## src/rtl/noise_poly_sampler.sv

```systemverilog
// Noise polynomial sampler: draws N small coefficients from a registered RNG,
// rejecting samples outside [-ETA, ETA], and offers the polynomial through a
// valid/ready handshake.
//
// state     | meaning
// ----------+-----------------------------------------------------------
// S_IDLE    | waiting for start; last polynomial retained on poly_data
// S_COLLECT | requesting RNG samples, accepting/rejecting into slots
// S_HOLD    | full polynomial offered, waiting for poly_ready
module noise_poly_sampler #(
   parameter int N      = 4,
   parameter int Q      = 17,
   parameter int ETA    = 1,
   parameter int COEF_W = 5
) (
   input  logic                   clk,
   input  logic                   rst_n,
   input  logic                   start,
   output logic                   rng_enable,
   input  logic signed [31:0]     rng_data,
   output logic                   busy,
   output logic                   poly_valid,
   input  logic                   poly_ready,
   output logic [N*COEF_W-1:0]    poly_data,
   output logic [15:0]            reject_count
);

   localparam int CNT_W = $clog2(N + 1);
   localparam logic signed [31:0] ETA_POS = 32'(ETA);
   localparam logic signed [31:0] ETA_NEG = 32'(-ETA);

   typedef enum logic [1:0] {
      S_IDLE,
      S_COLLECT,
      S_HOLD
   } state_t;

   state_t               state_q, state_d;
   logic [CNT_W-1:0]     count_q, count_d;
   logic                 pending_q;
   logic [N*COEF_W-1:0]  poly_q, poly_d;
   logic [15:0]          reject_q, reject_d;

   logic                 sample_ok;
   logic [COEF_W-1:0]    sample_coef;

   // Full-width signed range test; negative samples fold to Q+v.
   assign sample_ok   = (rng_data >= ETA_NEG) && (rng_data <= ETA_POS);
   assign sample_coef = rng_data[31] ? COEF_W'(rng_data + 32'(Q)) : COEF_W'(rng_data);

   // Stop requesting once the sample in flight could complete the polynomial,
   // so no sample beyond the Nth accepted one is ever drawn.
   assign rng_enable   = (state_q == S_COLLECT) &&
                         !(pending_q && (count_q == CNT_W'(N - 1)));
   assign busy         = (state_q != S_IDLE);
   assign poly_valid   = (state_q == S_HOLD);
   assign poly_data    = poly_q;
   assign reject_count = reject_q;

   // State, slot counter, request tracking, polynomial and reject counter.
   always_ff @(posedge clk or negedge rst_n) begin
      if (!rst_n) begin
         state_q   <= S_IDLE;
         count_q   <= '0;
         pending_q <= 1'b0;
         poly_q    <= '0;
         reject_q  <= '0;
      end else begin
         state_q   <= state_d;
         count_q   <= count_d;
         pending_q <= rng_enable;
         poly_q    <= poly_d;
         reject_q  <= reject_d;
      end
   end

   // Next-state logic: start handling, sample acceptance and handshake.
   always_comb begin
      state_d  = state_q;
      count_d  = count_q;
      poly_d   = poly_q;
      reject_d = reject_q;
      case (state_q)
         S_IDLE: begin
            if (start) begin
               state_d = S_COLLECT;
               count_d = '0;
            end
         end
         S_COLLECT: begin
            if (pending_q) begin
               if (sample_ok) begin
                  for (int i = 0; i < N; i++) begin
                     if (count_q == CNT_W'(i)) begin
                        poly_d[i*COEF_W +: COEF_W] = sample_coef;
                     end
                  end
                  count_d = count_q + CNT_W'(1);
                  if (count_q == CNT_W'(N - 1)) begin
                     state_d = S_HOLD;
                  end
               end else if (reject_q != 16'hFFFF) begin
                  reject_d = reject_q + 16'd1;
               end
            end
         end
         S_HOLD: begin
            if (poly_ready) begin
               state_d = S_IDLE;
            end
         end
         default: begin
            state_d = S_IDLE;
         end
      endcase
   end

endmodule

```

## config.mk

```make
export PLATFORM = sky130hd
export DESIGN_NAME = noise_poly_sampler
export DESIGN_NICKNAME = d
export VERILOG_FILES = /design/src/rtl/noise_poly_sampler.sv
export SDC_FILE = /design/constraint.sdc
export NUM_CORES = 1
export LEC_CHECK = 0
export BUFFER_PORTS_ARGS = -buffer_cell sky130_fd_sc_hd__buf_2
export CAP_MARGIN = 20
export CORE_MARGIN = 4
export CORE_UTILIZATION = 48
export DETAILED_ROUTE_END_ITERATION = 8
export GPL_ROUTABILITY_DRIVEN = 0
export GPL_TIMING_DRIVEN = 0
export PLACE_DENSITY = 0.77
export SLEW_MARGIN = 20
export SYNTH_ARGS = -nofsm -noshare
export SYNTH_HDL_FRONTEND = slang
export SYNTH_SLANG_ARGS = --single-unit
```

## constraint.sdc

```tcl
create_clock -name clk -period 5 [get_ports clk]
set_input_delay 0.25 -clock clk [delete_from_list [all_inputs] [get_ports clk]]
set_output_delay 0.25 -clock clk [all_outputs]
set_load 0.005 [all_outputs]
```

# --- After elaboration in Yosys (flattened, before gate mapping) ---
# Cells that the tools add are included.
# Widths: inputs -> output; s select.
totals:
  regBits: 42
  wordCells: 51
  output_inout_bits: 39
  input_bits: 36
classes:
  order_cmp: 2
  muxes: 11
  n_reduce_logical: 15
  n_eq_ne: 11
  bitwise: 1
  addsub: 3
ops:
  columns: ["op", "n"]
  rows:
  - ["$ge 32x1->1 const B", 1]
  - ["$le 32x2->1 const B", 1]
  - ["$reduce_and 4->1", 6]
  - ["$add 16x1->16 const B", 1]
  - ["$ne 16x16->1 const B", 1]
  - ["$mux 2", 5]
  - ["$mux 3", 3]
  - ["$eq 3x2->1 const B", 2]
  - ["$ne 2x2->1 const B", 3]
  - ["$pmux 2 s3", 1]
  - ["$pmux 3 s2", 1]
  - ["$add 5x5->5 const B", 1]
  - ["$mux 5", 1]
  - ["$reduce_and 5->1", 1]
  - ["$ne 2x1->1 const B", 2]
  - ["$reduce_bool 2->1", 2]
  - ["$add 3x1->3 const B", 1]
  - ["$eq 3x1->1 const B", 1]
  - ["$logic_and 1x1->1", 3]
  - ["$logic_not 3->1", 1]
  - ["$eq 2x1->1 const B", 1]
  - ["$eq 2x2->1 const B", 1]
  - ["$logic_not 2->1", 1]
  - ["$logic_not 1->1", 1]
  - ["$not 1->1", 1]

# --- Depth between registers and ports, before layout ---
logic_depth:
  word_depth: 5
  ltp_mapped: 9
  depth_no_buf: 7

# --- Least setup slack after synthesis ---
# Ideal clock, no wire load.
synth_timing:
  kind: "input to register"
  from: "input rng_data[31]"
  to: "register poly_q[6] (netlist: poly_data[6])"
  cell_stages: 8
  slack_ns: 3.044
  t_arrival_ns: 1.828
  required_time_ns: 4.872
  path_buffers: 3
  setup_time_ns: 0.128
  path_cell_list: "buf_6 -> nor4_4 -> nand4_2 -> o31ai_4 -> buf_6 -> and4_1 -> buf_4 -> mux2_1"
synth_via:
  elab_chain_cells: 3
  elab_cells_between_ends: 5
  cone_classes: "order compare: 2; mux: 1; reduce/logical: 2"
synth_lines:
  columns: ["item", "line", "source"]
  rows:
  - ["from (decl)", "20", "input logic signed [31:0] rng_data,"]
  - ["$ge 32x1->1 or $le 32x2->1 (tied branches)", "48", "assign sample_ok = (rng_data >= ETA_NEG) && (rng_data <= ETA_POS);"]
  - ["$logic_and 1x1->1", "48", null]
  - ["$reduce_and 4->1 (no line)", null, null]
  - ["to (signal assigned)", "72", "poly_q <= poly_d;"]
  - ["to (decl)", "41", "logic [N*COEF_W-1:0] poly_q, poly_d;"]
# Parallel ways exist; a longest one is shown, timed or not.
# A chain may end at the register's enable or synchronous reset.

# --- Worst setup path after layout ---
layout_timing:
  from: "register reject_q[11] (netlist: reject_count[11])"
  to: "register reject_q[10] (netlist: reject_count[10])"
layout_via:
  elab_chain_cells: 2
layout_lines:
  columns: ["item", "line", "source"]
  rows:
  - ["from (decl)", "42", "logic [15:0] reject_q, reject_d;"]
  - ["from (signal assigned)", "73", "reject_q <= reject_d;"]
  - ["$ne 16x16->1", "102", "end else if (reject_q != 16'hFFFF) begin"]
  - ["$reduce_and 4->1 (no line)", null, null]
# No other way between the ends.

==> impl.org <==
** Synthesis
- After synthesis the netlist holds a flip-flop and latch count of 42.
- Cell area after synthesis :: 2190 um^2
- Summing the sequential cell areas from Yosys gives 48.1% of the chip area.
- Net count after synthesis :: around 240
- For this run, the number of Yosys warnings is 0.
- Mean instance size in the synthesized netlist :: ~11 um^2
- Distinct cells, synth :: 40
- Post-synthesis cell count :: between 150 and 200

** STA
- Period Utilization, post-route :: 40.1%
- Slew at the pin with the worst max-slew slack :: 0.906 ns
- For the finished layout, the period the worst path requires is between 2 and 2.5 ns.
- Measured against its own limit, the worst slew margin works out to between 30% and 40%.
- Setup total negative slack :: 0 ns
- The hold violation count in the final report is 0.
- Setup violations remaining at the end of the flow were counted as 0.
- Post-route clock skew :: 0.00244 ns
- Timing would allow up to 498 MHz.
- Fin. max-slew vios :: 0
- Post-route worst setup slack :: around 3.0 ns
- Setup repair after global routing left no endpoint under its margin.

** Routing
- Number of vias per cell after detailed routing :: 5.53
- For this block, the initial DRC count from the detailed router was 43.
- Final routed wire length divided by cell count :: 14.7 um
- In the routed design, unresolved DRC markers number 0.
- Overall via count from detail_route :: 1818
- Wires add up to 4840 um.
- Antenna viol nets, final :: 0
- The first detailed-routing pass ran for 4 iterations.

** Critical path
- Required time at the worst-slack endpoint :: 5.19 ns
- The slowest stage of the critical path belongs to the cell sky130_fd_sc_hd__nor4_1.
- STA classifies the critical path startpoint as a register.
- Along the worst path, the maximum fanout reaches 5.
- Critical-path cell list :: and3_1 > nand2_1 > nor4_1 > nor4_1 > or3b_1 > xnor2_1
- In this design, the stage delay of the slowest critical-path cell is 0.47 ns.
- By startpoint and endpoint, the worst setup path is classified as register to register.
- The worst setup path is captured at a register.
- By instance count, the cell type seen most on the critical path is sky130_fd_sc_hd__nor4_1.
- At the worst endpoint, the arrival time is 2.19 ns.

** CTS
- Maximum clock path buffer count :: 2
- TritonCTS created 5 clock buffers.
- In this run the clock root is driven by a sky130_fd_sc_hd__clkbuf_8.
- The clock drives 42 sinks.
- Clock latency at the later pin of the worst-skew pair :: 0.30 ns
- The H-tree was split into 2 levels.
- TritonCTS built the clock tree.
- Clock-pin slew was measured on the worst setup and hold paths at around 0.08 ns.
- Post-CTS sizing :: 0
- The number of setup buffers added after CTS is 0.
- CTS Hold Bufs :: 0

** Cells and area
- Number of diodes :: 0
- Counting the fill cells in the layout gives 380.
- For this run, the post-layout net count is around 320.
- The area growth from synthesis to layout is 23.6%.
- Across the whole layout, storage elements account for 1050 um^2.
- Multi-input gate area in the final layout :: around 1100 um^2
- Share of post-route cells with drive strength above 1 :: around a third

** Pwr
- Of the total power, registers draw 53.2%.
- Power density normalized to cell area :: 286 nW/um^2
- In this run the static leakage power is 1.38 nW.
- Share of total power in combinational logic :: 18.9%
- The completed layout was analyzed and its total power is 0.772 mW.
- IR analysis of the VDD net gives a maximum drop of 0.238 mV.
- Net Sw Frac :: 29.4%
- Internal power summed over all cells :: 0.545 mW
- The clock network burns 27.9% of the power.
- Power spent charging and discharging nets :: 0.227 mW

** Die
- For this configuration, the core starts out at a cell density of 49.9%.
- The die covers around 5700 um^2.
- After floorplanning, the core was divided into 24 placement rows.
- Measured along the y axis, the die boundary spans 75.5 um.
- The die is ~75 um wide.
- The total area inside the core boundary comes to about 4400 um^2.
- 75 I/O pins were placed.

** Min path
- The worst hold path belongs to the class input port to async pin.

** Global routing
- Entering global routing, the biggest net connects 43 pins.
- The number of antenna violations at the first check in global routing was 0.
- The via count of the first global-routing pass was 1798.
- The first global-routing pass estimated 8150 um of wire.
- Total global routing track utilization :: 18.8%
- After global routing the overflow that remains totals 0.

** Placed design
- During placement, the flow inserted port buffers numbering 73.
- The wire-length estimate of the detail-placed layout is a little under 4000 um.
- Worst slack, placed :: between 2 and 3 ns

** Flow run
- Max Cap Violations :: 0

** Status
- The run finished with clean final reports.
-- cell usage in the layout, fill, tap and decap left out, types with 2 or more instances in the layout --
cell type                  synthesis  layout
sky130_fd_sc_hd__buf_2             2      75
sky130_fd_sc_hd__dfrtp_1          42      42
sky130_fd_sc_hd__nand4_1          15      15
sky130_fd_sc_hd__mux2_1           13      13
sky130_fd_sc_hd__nand2_1          12      12
sky130_fd_sc_hd__xnor2_1          11      11
sky130_fd_sc_hd__nor4_1           11      11
sky130_fd_sc_hd__ha_1              9       9
sky130_fd_sc_hd__inv_1             8       8
sky130_fd_sc_hd__nand3_1           8       8
sky130_fd_sc_hd__nor2_1            7       7
sky130_fd_sc_hd__nor2b_1           6       6
sky130_fd_sc_hd__xor2_1            6       6
sky130_fd_sc_hd__nor3_1            5       5
sky130_fd_sc_hd__clkbuf_8          0       5
sky130_fd_sc_hd__clkbuf_1          3       4
sky130_fd_sc_hd__mux2_2            4       4
sky130_fd_sc_hd__and3_1            4       4
sky130_fd_sc_hd__and4_1            3       3
sky130_fd_sc_hd__a31oi_1           3       3
sky130_fd_sc_hd__a21oi_1           2       2
sky130_fd_sc_hd__buf_6             2       2
sky130_fd_sc_hd__o21ai_0           2       2
-- logic make-up after synthesis --
group                      Yosys count  share of synthesized area, %
AOI/OAI and AO/OA                   14                          4.92
xor gates and xnor gates            17                          6.81
and+or+nand+nor                     80                          22.1
DFF                                 42                          48.1
muxes                               18                          9.22
adders and majority gates            9                          5.15
buffers and inverters               16                          3.72
-- power groups by stage --
stage	sequential, mW	combinational (mW)	clock (mW)
2_1_floorplan	0.415	0.0749	0
3_3_place_gp	0.414	0.144	0
3_5_place_dp	0.416	0.148	0
4_1_cts	0.410	0.149	0.220
5_1_grt	0.416	0.167	0.238
6_report	0.411	0.146	0.215
-- critical path: cells and delay by family (launching register included) --
| family | cells | cell delay [ns] |
|---|---|---|
| simple gates | 5 | 1.33 |
| flops | 1 | 0.44 |
| xor+xnor | 1 | 0.13 |
-- layout make-up --
cell class	instances	share of cell area, %
Multi-Input combinational cell	138	39.0
Sequential cell	42	38.9
Timing Repair Buffer	73	13.5
Clock buffer	6	2.69
Tap cell	52	2.41
Buffer	8	1.90
Inverter	8	1.11
Clock inverter	2	0.509
-- state kept, by name, indices dropped and copies added, names as in the netlist --
name	count
poly_data	20
reject_count	16
count_q	3
state_q	2
pending_q	1
-- per-stage QoR --
step / util (%) / std cells / hold WS [ns] / cell area (um^2)
global placement: 59.7 / 321 / 0.435 / 2620
detailed placement: 59.7 / 321 / 0.427 / 2620
finish: 61.6 / 329 / 0.0766 / 2700
global route: 61.6 / 329 / 0.137 / 2700
floorplan: - / 196 / -0.0456 / 2190
CTS: 61.6 / 329 / 0.105 / 2700
-- path summary, 6_finish.rpt --
path / slack, ns / cells past startpoint / start / endpoint
setup / recovery: 2.99 / 6 / reject_count[11]$_DFFE_PN0P_ / reject_count[10]$_DFFE_PN0P_
hold / removal: 0.08 / 1 / rst_n / poly_data[4]$_DFFE_PN0P_
setup reg to reg: 2.99 / 6 / reject_count[11]$_DFFE_PN0P_ / reject_count[10]$_DFFE_PN0P_
hold reg to reg: 0.49 / 1 / reject_count[8]$_DFFE_PN0P_ / reject_count[8]$_DFFE_PN0P_
max in group asynchronous: 4.36 / 1 / rst_n / reject_count[5]$_DFFE_PN0P_
min in group clk: 0.21 / 3 / poly_ready / state_q[1]$_DFFE_PN0P_
-- cells in the mapped netlist, drive strengths merged --
cell    instances  area (um^2)
xor2            6         52.6
a31oi           3         18.8
inv             8         30.0
nor3            6         41.3
and4            3         26.3
or3b            1         8.76
nand2          12         45.0
nand2b          1         6.26
nor4           12         90.1
nand3           8         40.0
dfrtp          42         1050
a211oi          1         7.51
a21o            1         7.51
nor4b           1         8.76
mux2i           1         10.0
nand4b          1         8.76
or2             1         6.26
a21oi           2         10.0
buf             5         40.0
nor2            7         26.3
o31a            1         8.76
mux2           17          191
o31ai           1         21.3
nor2b           6         37.5
and2            1         6.26
o211ai          1         7.51
o221ai          1         8.76
ha              9          113
and3            4         25.0
o21ai           2         10.0
clkbuf          3         11.3
xnor2          11         96.3
nand4          16          106
a21boi          1         7.51
-- metal layers --
metal	share of wire [%]	global-route usage, %
met5	0	0
met4	1.3	6.02
met3	6.1	5.41
met2	50	31.2
met1	43	23.8
No activity file was read; power rests on OpenSTA's default activity.
